===== src/rtl/fir_sequencer.sv =====
// fir_sequencer
// Control and datapath for a serial 1-bit-sample FIR filter. Each accepted
// sample is pushed into an external history shift register. The resulting tap
// vector is snapshotted, and NTAPS coefficients are walked from a ROM with
// one cycle of read latency. Each coefficient is added when its tap bit is 1
// and subtracted when it is 0.
//
// Ports
//   clk          system clock, rising edge
//   reset        asynchronous active-high reset
//   sample_valid one-cycle strobe, new sample on sample_in
//   sample_in    new sample bit x[n]
//   sr_ready     shift strobe to the history shift register
//   sr_x         sample bit presented to the history shift register
//   sr_taps      tap vector from the shift register, bit k = x[n-k]
//   coef_addr    coefficient ROM address
//   coef_data    signed coefficient, valid one cycle after coef_addr
//   y            signed filter result, held between strobes
//   y_valid      one-cycle strobe, y holds a new result
//   busy         high whenever the sequencer is not idle
//   overrun      sticky, a sample arrived while busy and was dropped
//   overrun_clr  clears overrun (a simultaneous new overrun wins)
//
// state | meaning
// IDLE  | waiting for sample_valid
// SHIFT | sr_ready high, shift register takes sr_x
// FETCH | snapshot taps, first ROM word in flight
// ACC   | one signed term per cycle, NTAPS cycles
// DONE  | y_valid high, y holds the new result
module fir_sequencer #(
   parameter int NTAPS = 51,
   parameter int CW    = 12,
   parameter int AW    = 18
) (
   input  logic                 clk,
   input  logic                 reset,
   input  logic                 sample_valid,
   input  logic                 sample_in,
   output logic                 sr_ready,
   output logic                 sr_x,
   input  logic [NTAPS-1:0]     sr_taps,
   output logic [5:0]           coef_addr,
   input  logic signed [CW-1:0] coef_data,
   output logic signed [AW-1:0] y,
   output logic                 y_valid,
   output logic                 busy,
   output logic                 overrun,
   input  logic                 overrun_clr
);

   localparam int IW = (NTAPS > 1) ? $clog2(NTAPS) : 1;
   localparam logic [IW-1:0] LAST_IDX = IW'(NTAPS - 1);

   typedef enum logic [2:0] {
      IDLE  = 3'd0,
      SHIFT = 3'd1,
      FETCH = 3'd2,
      ACC   = 3'd3,
      DONE  = 3'd4
   } state_t;

   state_t               state;
   state_t               state_nxt;
   logic [IW-1:0]        idx;
   logic [NTAPS-1:0]     tap_snap;
   logic signed [AW-1:0] acc;
   logic signed [AW-1:0] acc_nxt;
   logic signed [AW-1:0] coef_ext;
   logic                 accept;
   logic                 drop;
   logic                 last_tap;

   assign accept   = (state == IDLE) && sample_valid;
   assign drop     = (state != IDLE) && sample_valid;
   assign last_tap = (idx == LAST_IDX);
   assign busy     = (state != IDLE);
   assign coef_ext = {{(AW-CW){coef_data[CW-1]}}, coef_data};

   always_comb begin
      acc_nxt = acc;
      if (tap_snap[idx]) acc_nxt = acc + coef_ext;
      else               acc_nxt = acc - coef_ext;
   end

   always_ff @(posedge clk or posedge reset) begin
      if (reset) state <= IDLE;
      else       state <= state_nxt;
   end

   always_comb begin
      state_nxt = state;
      case (state)
         IDLE:    if (sample_valid) state_nxt = SHIFT;
         SHIFT:   state_nxt = FETCH;
         FETCH:   state_nxt = ACC;
         ACC:     if (last_tap) state_nxt = DONE;
         DONE:    state_nxt = IDLE;
         default: state_nxt = IDLE;
      endcase
   end

   // coef_addr is cleared on accept so it reads 0 through SHIFT and FETCH.
   // The ROM word for address 0 is then on coef_data in the first ACC cycle,
   // while address 1 is already being fetched.
   always_ff @(posedge clk or posedge reset) begin
      if (reset) begin
         sr_ready  <= 1'b0;
         sr_x      <= 1'b0;
         coef_addr <= '0;
         idx       <= '0;
         tap_snap  <= '0;
         acc       <= '0;
         y         <= '0;
         y_valid   <= 1'b0;
         overrun   <= 1'b0;
      end else begin
         sr_ready <= accept;
         y_valid  <= 1'b0;
         if (accept) begin
            sr_x      <= sample_in;
            acc       <= '0;
            coef_addr <= '0;
         end
         case (state)
            FETCH: begin
               tap_snap  <= sr_taps;
               coef_addr <= 6'd1;
               idx       <= '0;
            end
            ACC: begin
               acc       <= acc_nxt;
               idx       <= idx + IW'(1);
               coef_addr <= coef_addr + 6'd1;
               // The final term goes straight into y, so y and y_valid
               // appear together in DONE.
               if (last_tap) begin
                  y       <= acc_nxt;
                  y_valid <= 1'b1;
               end
            end
            default: ;
         endcase
         if (drop)             overrun <= 1'b1;
         else if (overrun_clr) overrun <= 1'b0;
      end
   end

endmodule


===== config.mk =====
export PLATFORM = sky130hd
export DESIGN_NAME = fir_sequencer
export DESIGN_NICKNAME = d
export VERILOG_FILES = /design/src/rtl/fir_sequencer.sv
export SDC_FILE = /design/constraint.sdc
export NUM_CORES = 1
export LEC_CHECK = 0
export ABC_AREA = 1
export BUFFER_PORTS_ARGS = -buffer_cell sky130_fd_sc_hd__clkbuf_2
export CAP_MARGIN = 10
export CORE_MARGIN = 2
export CORE_UTILIZATION = 60
export CTS_CLUSTER_DIAMETER = 100
export DETAILED_ROUTE_END_ITERATION = 8
export PLACE_DENSITY = 0.83
export REMOVE_ABC_BUFFERS = 1
export SLEW_MARGIN = 20
export SYNTH_ARGS = -nofsm -noshare
export SYNTH_HDL_FRONTEND = slang
export SYNTH_SLANG_ARGS = --single-unit
export TNS_END_PERCENT = 50

===== constraint.sdc =====
create_clock -name clk -period 7.3 [get_ports clk]
set_clock_uncertainty 0.15 [all_clocks]
set_input_delay 0.73 -clock clk [delete_from_list [all_inputs] [get_ports clk]]
set_output_delay 0.73 -clock clk [all_outputs]
set_load 0.02 [all_outputs]

==> results.cfg <==
[outcome]
status = complete, no violations

[cells_and_area]
final_area_um2 = 6490
diodes = 0
finalNetCount = 917
area_growth_pct = 11.7
fillers = 793
drive_gt1_frac = 0.157
utilization = 0.696

[synth]
ys_ff_latch = 106
synth_edf_count = 0
syn_area_per_cell_um2 = 7.77
synth_simple_gate_area_frac = 0.259
synth-compound-area-share = 0.121
netlist_area_um2 = 5810
synth_top_family_by_area = simple AND/OR/NAND/NOR gates
yosys-mux-area-fraction = 0
synthFlopType = dfrtp_1
yosysSeqAreaShare = 0.457
yosys_warnings = 0
synth.area.top_cells = dfrtp_1 (46%), nand2_1 (16%), o21ai_0 (5.3%)
synth_top_area_share = 0.457
synth_fa_ha_area_frac = 0.0487
yosysTopAreaCell = dfrtp_1
async_flop_share = 1.00
synth_xor_xnor_area_share = 0.0332
ys_types = 38
syn_inst = 747

[floorplanning]
rows = 35
start_util = 0.622
fp.dieH_um = 102
dieArea_um2 = 10500
io_pins = 97
die_width_um = 102
core-area_um2 = 9330

[worst_setup_path]
cp_slowest_cell = dfrtp_1
crit_type = flop to flop
crit_arrival_ns = 4.66
cpMostUsedCell = nand2_1
critPathTopFamily = simple AND/OR/NAND/NOR gates
crit_chain = inv_2 > nand2_1 > nand3_1 > nand3_1 > nand2_1 > nor2_1 > nand2_1 > nand3_2 > nand2_4 > nor2_1 > xor2_1 > inv_1 > ha_1 > nand2_1 > o21ai_0 > a21oi_1 > o21ai_0 > nand3_1 > nand2_1 > nand2_1 > a32o_1
startpoint_type = flop
max_stage_delay_ns = 1.03
cp_max_fo = 35
rrSetupSlack_ns = 2.75
worst-path-buf-inv = 2
end_kind = flop
crit_required_ns = 7.42

[global_route]
grt_pass1_wl_mm = 22.8
overflow = 0
antenna_found_initial = 0
grt_pass1_vias = 5088
gr-usage-all-layers = 0.273
grt_max_degree = 75

[cts]
cts.hold.buffers_added = 0
cts_setup_buffers = 0
cts_sinks = 106
worstSkewPairLatency_ns = 0.37
path_clk_slew_ns = 0.11
root_buffer = clkbuf_8
cts_tree = yes
post_cts_resized = 0
ctsHtreeMaxLevel = 3
clockBufferDepth = 2
cts_buffers = 9

[sta]
setup_viol = 0
fmax_mhz = 220
slew-limit-headroom = 0.315
period_share = 0.623
fin_ws_ns = 2.75
rsz0062_at_grt = false
worstMarginPinSlew_ns = 1.03
min_period_ns = 4.55
finalHoldViolations = 0
whs_ns = 0.181
final.setup.tns_ns = 0
maxSlewViolCount = 0

[routing]
drc = 0
drtIter0Drc = 258
finalWirelength_mm = 13.1
via_per_inst = 5.32
ant_nets = 0
drt-wirelength-per-cell_um = 13.7
first_pass_iters = 5
num_vias = 5114

[run]
cap_violations = 0

[pwr]
pwr_density_cell_nw_per_um2 = 493
ir_drop_v = 0.000246
power_leakage_nw = 3.45

[place]
globalplace.congestion = 0.895
dp_hpwl_mm = 9.62
post_dp_cell_area_um2 = 6300
pre_cts_slack_ns = 2.84
portBuffers = 96

[hold_path]
min_path_type = primary input to async pin
## logic make-up (layout without fill, tap and decap cells)
logic type / count (synthesis) / in the layout
fa+ha+maj: 22 / 22
buf+inv: 109 / 194
simple gates: 361 / 361
compound gates: 127 / 127
xor+xnor: 22 / 22
flops: 106 / 106
## worst paths after layout
path                        start           end  cells after the start
setup / recovery           idx[0]       acc[15]                     21
hold / removal              reset      sr_ready                      2
setup reg to reg           idx[0]       acc[15]                     21
hold reg to reg             y[12]         y[12]                      2
max in group asynchronous   reset  tap_snap[31]                      3
min in group clk            y[12]         y[12]                      2
## cell usage after synthesis (3+ instances only)
cell type / count
inv_1: 75
o21ai_1: 9
inv_2: 4
xor2_1: 11
a32o_1: 4
buf_4: 4
a31oi_1: 3
buf_2: 6
nand3b_1: 3
nand2_1: 253
nand3_1: 42
o22ai_1: 5
o21ai_0: 62
a21oi_1: 30
xnor2_1: 11
nor3_1: 5
nand3_2: 3
ha_1: 21
nand2_4: 3
a211oi_1: 3
clkbuf_1: 15
buf_6: 5
o211ai_1: 4
nor2_1: 43
nand4_1: 3
dfrtp_1: 106
## sequential cells by signal (all words and copies together) (netlist names)
register / cells
tap_snap: 51
acc: 18
y: 18
coef_addr: 6
idx: 6
state: 3
overrun: 1
sr_ready: 1
sr_x: 1
y_valid: 1
## through the flow
| step | instances | total power, W |
|---|---|---|
| 2_1_floorplan | 717 | 0.00238 |
| 3_3_place_gp | 945 | 0.00276 |
| 3_5_place_dp | 945 | 0.00284 |
| 4_1_cts | 961 | 0.00320 |
| 5_1_grt | 961 | 0.00355 |
| 6_report | 961 | 0.00320 |
## report_power, final
| group | leakage, nW | total [W] | switching [W] | internal (W) |
|---|---|---|---|---|
| Combinational | 2.10 | 0.00189 | 0.00121 | 0.000680 |
| Clock | 0.0948 | 0.000351 | 0.000213 | 0.000138 |
| Sequential | 1.26 | 0.000959 | 0.000152 | 0.000806 |
## cell type report
type | count | area, µm² | share of cell area
Inverter | 79 | 299 | 0.0461
Clock buffer | 10 | 138 | 0.0212
Tap cell | 129 | 161 | 0.0249
Sequential cell | 106 | 2650 | 0.409
Clock inverter | 6 | 50.0 | 0.00771
Timing Repair Buffer | 99 | 503 | 0.0775
Multi-Input combinational cell | 532 | 2680 | 0.414
## layout by cell type, fill, tap and decap left out, drive strengths merged
master / count
xor2: 11
xnor2: 11
buf: 3
a21o: 2
nand2: 257
o31ai: 1
nand4: 3
a31oi: 3
clkbuf: 106
fa: 1
nor2: 45
ha: 21
clkinvlp: 1
clkinv: 4
nand3: 45
a211oi: 3
nand3b: 3
nor4: 1
o22ai: 5
a22o: 2
o21ai: 71
or2: 1
inv: 80
o211ai: 4
dfrtp: 106
nor3: 6
a32o: 4
a21oi: 30
a22oi: 1
o311ai: 1
## routing by layer
layer	wire, µm	GRT usage	vias up
li1	-	-	2553
met1	5650	0.335	2394
met2	6660	0.497	142
met3	592	0.0356	25
met4	223	0.0933	0
met5	0	0	-
Note: power is estimated with default switching activity, not from simulation.
